**src/rtl/bcd_sevenseg_converter_pkg.sv**
```systemverilog
// Shared constants for the BCD to 7-segment path: segment patterns and FSM encodings.
// Pure declarations, no logic or latency.
// Segment patterns are active low with bit order {dp,g,f,e,d,c,b,a}.
package bcd_sevenseg_converter_pkg;

  localparam logic [7:0] SEG_0     = 8'hC0;
  localparam logic [7:0] SEG_1     = 8'hF9;
  localparam logic [7:0] SEG_2     = 8'hA4;
  localparam logic [7:0] SEG_3     = 8'hB0;
  localparam logic [7:0] SEG_4     = 8'h99;
  localparam logic [7:0] SEG_5     = 8'h92;
  localparam logic [7:0] SEG_6     = 8'h82;
  localparam logic [7:0] SEG_7     = 8'hF8;
  localparam logic [7:0] SEG_8     = 8'h80;
  localparam logic [7:0] SEG_9     = 8'h90;
  localparam logic [7:0] SEG_BLANK = 8'hFF;
  localparam logic [7:0] SEG_DASH  = 8'hBF;

  localparam int DP_BIT = 7;

  localparam logic [1:0] ST_IDLE  = 2'd0;
  localparam logic [1:0] ST_SHIFT = 2'd1;
  localparam logic [1:0] ST_LOAD  = 2'd2;

endpackage

```
**src/rtl/bcd_sevenseg_converter_enc.sv**
```systemverilog
// Single BCD digit to active-low 7-segment pattern, dp left off.
// Combinational, zero latency; no handshake.
// Codes above 9 show blank; the converter never produces them.
module sevenseg_digit_enc
  import bcd_sevenseg_converter_pkg::*;
(
  input  logic [3:0] digit,
  output logic [7:0] seg
);

  // Digit lookup
  always_comb begin
    case (digit)
      4'd0:    seg = SEG_0;
      4'd1:    seg = SEG_1;
      4'd2:    seg = SEG_2;
      4'd3:    seg = SEG_3;
      4'd4:    seg = SEG_4;
      4'd5:    seg = SEG_5;
      4'd6:    seg = SEG_6;
      4'd7:    seg = SEG_7;
      4'd8:    seg = SEG_8;
      4'd9:    seg = SEG_9;
      default: seg = SEG_BLANK;
    endcase
  end

endmodule

```
**src/rtl/bcd_sevenseg_converter.sv**
```systemverilog
// Binary to NDIG-digit 7-segment converter using sequential double-dabble.
// Latency: accept edge N -> out_valid pulse visible after edge N+WIDTH+1.
// in_ready high only in IDLE; in_valid while busy is ignored, nothing queued.
module bcd_sevenseg_converter
  import bcd_sevenseg_converter_pkg::*;
#(
  parameter int               WIDTH    = 6,
  parameter int               NDIG     = 2,
  parameter bit               BLANK_LZ = 1'b0,
  parameter logic [NDIG-1:0]  DP_MASK  = '0
) (
  input  logic                clk,
  input  logic                rst_n,
  input  logic                in_valid,
  output logic                in_ready,
  input  logic [WIDTH-1:0]    in_value,
  output logic                out_valid,
  output logic [8*NDIG-1:0]   seg_out,
  output logic                overflow
);

  localparam int CNT_W = $clog2(WIDTH + 1);

  logic [1:0]          state;
  logic [WIDTH-1:0]    shreg;
  logic [4*NDIG-1:0]   bcd;
  logic [4*NDIG-1:0]   bcd_adj;
  logic                ovf_sticky;
  logic [CNT_W-1:0]    cnt;
  logic [8*NDIG-1:0]   enc_all;
  logic [8*NDIG-1:0]   seg_next;
  logic                zero_above;
  logic                bcd_ok;

  assign in_ready = (state == ST_IDLE);

  // Add-3 correction on every nibble that is 5 or more, 4-bit modulo
  always_comb begin
    bcd_adj = bcd;
    for (int i = 0; i < NDIG; i++) begin
      if (bcd[4*i +: 4] >= 4'd5) bcd_adj[4*i +: 4] = bcd[4*i +: 4] + 4'd3;
    end
  end

  genvar g;
  generate
    for (g = 0; g < NDIG; g++) begin : g_enc
      sevenseg_digit_enc u_enc (
        .digit (bcd[4*g +: 4]),
        .seg   (enc_all[8*g +: 8])
      );
    end
  endgenerate

  // Final display pattern: dash on overflow, optional leading-zero blanking, then dp overlay
  always_comb begin
    seg_next   = enc_all;
    zero_above = 1'b1;
    for (int i = NDIG - 1; i >= 0; i--) begin
      if (ovf_sticky) begin
        seg_next[8*i +: 8] = SEG_DASH;
      end else if (BLANK_LZ && (i > 0) && zero_above && (bcd[4*i +: 4] == 4'd0)) begin
        seg_next[8*i +: 8] = SEG_BLANK;
      end
      zero_above = zero_above && (bcd[4*i +: 4] == 4'd0);
      if (DP_MASK[i]) seg_next[8*i + DP_BIT] = 1'b0;
    end
  end

  // Conversion FSM, shift/BCD datapath and output registers
  always_ff @(posedge clk or negedge rst_n) begin
    if (!rst_n) begin
      state      <= ST_IDLE;
      shreg      <= '0;
      bcd        <= '0;
      ovf_sticky <= 1'b0;
      cnt        <= '0;
      seg_out    <= '1;
      overflow   <= 1'b0;
      out_valid  <= 1'b0;
    end else begin
      out_valid <= 1'b0;
      case (state)
        ST_IDLE: begin
          if (in_valid) begin
            shreg      <= in_value;
            bcd        <= '0;
            ovf_sticky <= 1'b0;
            cnt        <= CNT_W'(WIDTH - 1);
            state      <= ST_SHIFT;
          end
        end
        ST_SHIFT: begin
          bcd        <= {bcd_adj[4*NDIG-2:0], shreg[WIDTH-1]};
          shreg      <= shreg << 1;
          ovf_sticky <= ovf_sticky | bcd_adj[4*NDIG-1];
          if (cnt == '0) state <= ST_LOAD;
          else           cnt   <= cnt - 1'b1;
        end
        ST_LOAD: begin
          seg_out   <= seg_next;
          overflow  <= ovf_sticky;
          out_valid <= 1'b1;
          state     <= ST_IDLE;
        end
        default: state <= ST_IDLE;
      endcase
    end
  end

  // Every nibble must be a legal decimal digit when results are loaded
  always_comb begin
    bcd_ok = 1'b1;
    for (int i = 0; i < NDIG; i++) begin
      if (bcd[4*i +: 4] > 4'd9) bcd_ok = 1'b0;
    end
  end

  bcd_digit_range : assert property (@(posedge clk) disable iff (!rst_n)
                                     (state == ST_LOAD) |-> bcd_ok);

endmodule

```
**config.mk**
```make
export PLATFORM = sky130hd
export DESIGN_NAME = bcd_sevenseg_converter
export DESIGN_NICKNAME = d
export VERILOG_FILES = /design/src/rtl/bcd_sevenseg_converter_pkg.sv /design/src/rtl/bcd_sevenseg_converter_enc.sv /design/src/rtl/bcd_sevenseg_converter.sv
export SDC_FILE = /design/constraint.sdc
export NUM_CORES = 1
export LEC_CHECK = 0
export ABC_CLOCK_PERIOD_IN_PS = 3150
export BUFFER_PORTS_ARGS = -buffer_cell sky130_fd_sc_hd__buf_2
export CAP_MARGIN = 20
export CELL_PAD_IN_SITES_DETAIL_PLACEMENT = 1
export CELL_PAD_IN_SITES_GLOBAL_PLACEMENT = 2
export CORE_MARGIN = 2
export CORE_UTILIZATION = 38
export CTS_CLUSTER_DIAMETER = 30
export DETAILED_ROUTE_END_ITERATION = 8
export PLACE_DENSITY_LB_ADDON = 0.1
export SYNTH_ARGS = -nofsm -noshare
export SYNTH_HDL_FRONTEND = slang
export SYNTH_SLANG_ARGS = --single-unit
```
**constraint.sdc**
```tcl
create_clock -name clk -period 3.15 [get_ports clk]
set_clock_uncertainty 0.05 [all_clocks]
set_input_delay 0.63 -clock clk [delete_from_list [all_inputs] [get_ports clk]]
set_output_delay 0.63 -clock clk [all_outputs]
set_load 0.01 [all_outputs]
```
==> results by stage <==
Run status:
- The run finished with clean final reports.

Timing:
- The final-report max-slew violation count is 0.
- The worst hold slack is between 0.3 and 0.4 ns.
- Setup repair after global routing left no endpoint under its margin.
- Headroom to the max-slew limit came out at 41.2%.
- The hold violation count in the final report is 0.
- The maximum frequency from static timing analysis is 516 MHz.
- The setup slack of the critical path after layout is ~1.2 ns.
- Dividing the final minimum period by the clock period gives roughly 60%.
- The actual slew at the worst max-slew pin is approximately 0.9 ns.
- Setup violations remaining at the end of the flow were counted as 0.
- The final period demand of the worst path is 1.94 ns.
- The setup TNS after final layout is 0 ns.

Global route:
- The maximum number of pins on one net before global-route repair is 37.
- The first global-routing pass estimated ~8.0 mm of wire.
- The initial antenna violation count is 0.
- Global routing finished with a remaining overflow of 0.
- The via count of the first global-routing pass is between 1,500 and 2,000.
- Global routing used 16.8% of the available tracks across all layers.

Critical path:
- STA classifies the critical path startpoint as a flip-flop.
- The nature of the critical path endpoint is an output pin.
- The biggest fanout along the worst timing path is 17.
- In this run the critical register-to-register path is launched from state[0].
- STA puts the critical path data required time at roughly 2.5 ns.
- In this run the worst setup path begins at state[0].
- Data arrives at the worst endpoint at ~1.3 ns.
- The category of the critical setup timing path is flip-flop to output pin.

Finish:
- The utilization after layout is between 40 and 50%.
- Compared with the post-synthesis result, the final layout area differs by 11.8%.
- The proportion of layout cells with a drive suffix above 1 is 21.1%.
- The diode insertion count for antenna repair is 0.
- The net count of the finished layout is approximately 260.

Placed design:
- At the end of routability-driven placement, the weighted congestion stood at between 0.7 and 0.8.
- The pre-CTS setup slack is between 1 and 1.5 ns.
- The HPWL after detailed placement is between 3 and 4 mm.
- The count of buffers added on input and output ports is 25.

Power:
- For this design the ratio of total power to cell area is between 1000 and 1500 nW/um2.
- The total power consumption of the routed design is ~2.4 mW.
- In this run the static leakage power is roughly 0.99 nW.
- The peak ir drop on the vdd network is between 0.3 and 0.4 mV.

Clocking:
- The H-tree depth is 2.
- In this run the clock root is driven by a sky130_fd_sc_hd__clkbuf_8.
- The clock reaches the later pin of the worst-skew pair after slightly below 0.3 ns.
- The number of hold buffers added after CTS was 0.
- The number of post-CTS setup repair buffers is 0.
- The clock edge transition at the registers on the reported setup and hold paths is around 0.07 ns.
- The clock tree from TritonCTS is yes.
- The longest clock path from root to sink contains 2 buffers.
- The number of resized instances in the post-cts repair step is 0.
- The total clock sinks is 36.
- The clock buffer count from CTS is 5.

Synthesis:
- The sequential area share after synthesis is a little under half.
- After synthesis, the largest area contributor takes up between 20% and 30% of total cell area.
- Sorting the synthesized cells by how often they occur yields sky130_fd_sc_hd__a21oi_1 (25), sky130_fd_sc_hd__dfrtp_1 (22), sky130_fd_sc_hd__o21ai_0 (22).
- The most frequent cell after synthesis is sky130_fd_sc_hd__a21oi_1.
- The cell count after synthesis is 214.
- Yosys mapped a number of flops with a built-in enable equal to 0.
- In the synthesized netlist the dominant register cell turns out to be sky130_fd_sc_hd__dfrtp_1.
- Ranked by total cell area, the synthesized netlist is headed by sky130_fd_sc_hd__dfrtp_1 (28%), sky130_fd_sc_hd__dfstp_2 (18%), sky130_fd_sc_hd__ha_1 (8.8%).
- The count of different cell masters after synthesis is 38.
- Yosys printed 0 warnings.
- In this run, synthesis produced a sequential element count of 36.
- The synthesized netlist occupies a cell area of 1990 um2.
- In the synthesized netlist the async set-or-reset flop fraction comes to 100%.
- A synthesized cell averages just over 9 um2.
- The library cell occupying the most area in the post-synthesis netlist is sky130_fd_sc_hd__dfrtp_1.

Detailed routing:
- After detailed routing, the total wire length is between 4 and 5 mm.
- The length of the first detailed-routing pass in iterations is 4.
- Dividing the detail-routed wire length by the instance count gives 14.7 um.
- The via density per instance is 5.18.
- For this run, design rule violations remaining after detail routing come to 0.
- For this block, the via count after detailed routing is 1,589.
- The count of nets left with antenna violations once routing finished came out at 0.
- For this block, the initial DRC count from the detailed router was 59.

Die:
- The I/O pin count is 28.
- Once the floorplan was initialized, standard cells occupied 39.2% of the core.
- The floorplan has 26 rows.
- The die span in x is around 76 um.
- The die area is between 5000 and 6000 um2.
- The die height is around 76 um.
- After floorplanning, the core was sized to cover a little over 5000 um2.

Flow run:
- Max-cap violations in this run came to 0.

Worst hold path:
- The type of the worst min-delay path is input pin to asynchronous set/reset pin.
==> worst max-delay path, stage by stage, from the launching register on <==
cell                      delay [ns]
sky130_fd_sc_hd__dfrtp_1        0.71
sky130_fd_sc_hd__nor2_1         0.11
sky130_fd_sc_hd__buf_2          0.16
==> logic make-up (layout without fill, tap and decap cells) <==
| kind of cell | Yosys count | after routing | synth area share, % |
|---|---|---|---|
| buf+inv | 24 | 46 | 5.60 |
| flops | 36 | 36 | 46.2 |
| compound gates | 76 | 76 | 23.2 |
| simple gates | 61 | 61 | 15.2 |
| xor+xnor | 2 | 2 | 0.881 |
| fa+ha+maj | 14 | 14 | 8.81 |
| other cells | 1 | 2 | 0.188 |
==> worst paths after layout <==
check | slack, ns | to | cells after the start
min in group clk | 0.42 | overflow | 2
max in group asynchronous | 2.18 | bcd[1] | 1
max reg2reg | 1.33 | cnt[0] | 2
max | 1.21 | in_ready | 2
min reg2reg | 0.42 | overflow | 2
min | 0.38 | bcd[6] | 1
==> registers in the layout, indices dropped and copies added (netlist names) <==
name	count
out_valid	1
seg_out	14
bcd	8
shreg	6
state	2
ovf_sticky	1
cnt	3
overflow	1
==> where the power goes <==
group          total, mW  leakage [nW]  switching [mW]  internal, mW
Combinational       1.07         0.529           0.586         0.485
Sequential         0.997         0.423           0.260         0.737
Clock              0.310        0.0399           0.156         0.154
==> stage by stage <==
| stage | cells | instance area [um2] |
|---|---|---|
| after global routing | 307 | 2220 |
| final | 307 | 2220 |
| after CTS | 307 | 2220 |
| after detailed placement | 299 | 2140 |
| after floorplan | 215 | 1990 |
| after global placement | 299 | 2140 |
==> cell type report <==
class / count / area (um2)
Inverter: 13 / 48.8
Tap cell: 70 / 87.6
Timing Repair Buffer: 25 / 125
Multi-Input combinational cell: 155 / 963
Fill cell: 621 / 2850
Clock buffer: 7 / 76.3
Sequential cell: 36 / 918
Clock inverter: 1 / 3.75
==> routing by layer <==
layer | track usage [%] | vias to the layer above | wire length, um
li1 | - | 784 | -
met1 | 21.5 | 769 | 2130
met2 | 28.1 | 28 | 2140
met5 | 0 | - | 0
met4 | 5.45 | 0 | 63
met3 | 4.15 | 8 | 175
==> layout by cell type (no fill, tap or decap), types with 2 or more instances in the layout <==
cell,count
sky130_fd_sc_hd__conb_1,2
sky130_fd_sc_hd__o21ai_0,22
sky130_fd_sc_hd__buf_2,25
sky130_fd_sc_hd__nand2b_1,3
sky130_fd_sc_hd__nor2b_1,9
sky130_fd_sc_hd__dfstp_2,14
sky130_fd_sc_hd__a21oi_1,25
sky130_fd_sc_hd__nand3_1,2
sky130_fd_sc_hd__nand2_1,19
sky130_fd_sc_hd__clkbuf_1,2
sky130_fd_sc_hd__a211oi_1,2
sky130_fd_sc_hd__dfrtp_1,22
sky130_fd_sc_hd__xnor2_1,2
sky130_fd_sc_hd__a31oi_1,2
sky130_fd_sc_hd__inv_1,12
sky130_fd_sc_hd__a22o_1,2
sky130_fd_sc_hd__nor2_1,20
sky130_fd_sc_hd__a22oi_1,7
sky130_fd_sc_hd__o21ai_1,2
sky130_fd_sc_hd__a21o_1,2
sky130_fd_sc_hd__o311ai_0,2
sky130_fd_sc_hd__o22a_1,6
sky130_fd_sc_hd__ha_1,14
sky130_fd_sc_hd__clkbuf_8,5
(Power assumes the default switching activity.)
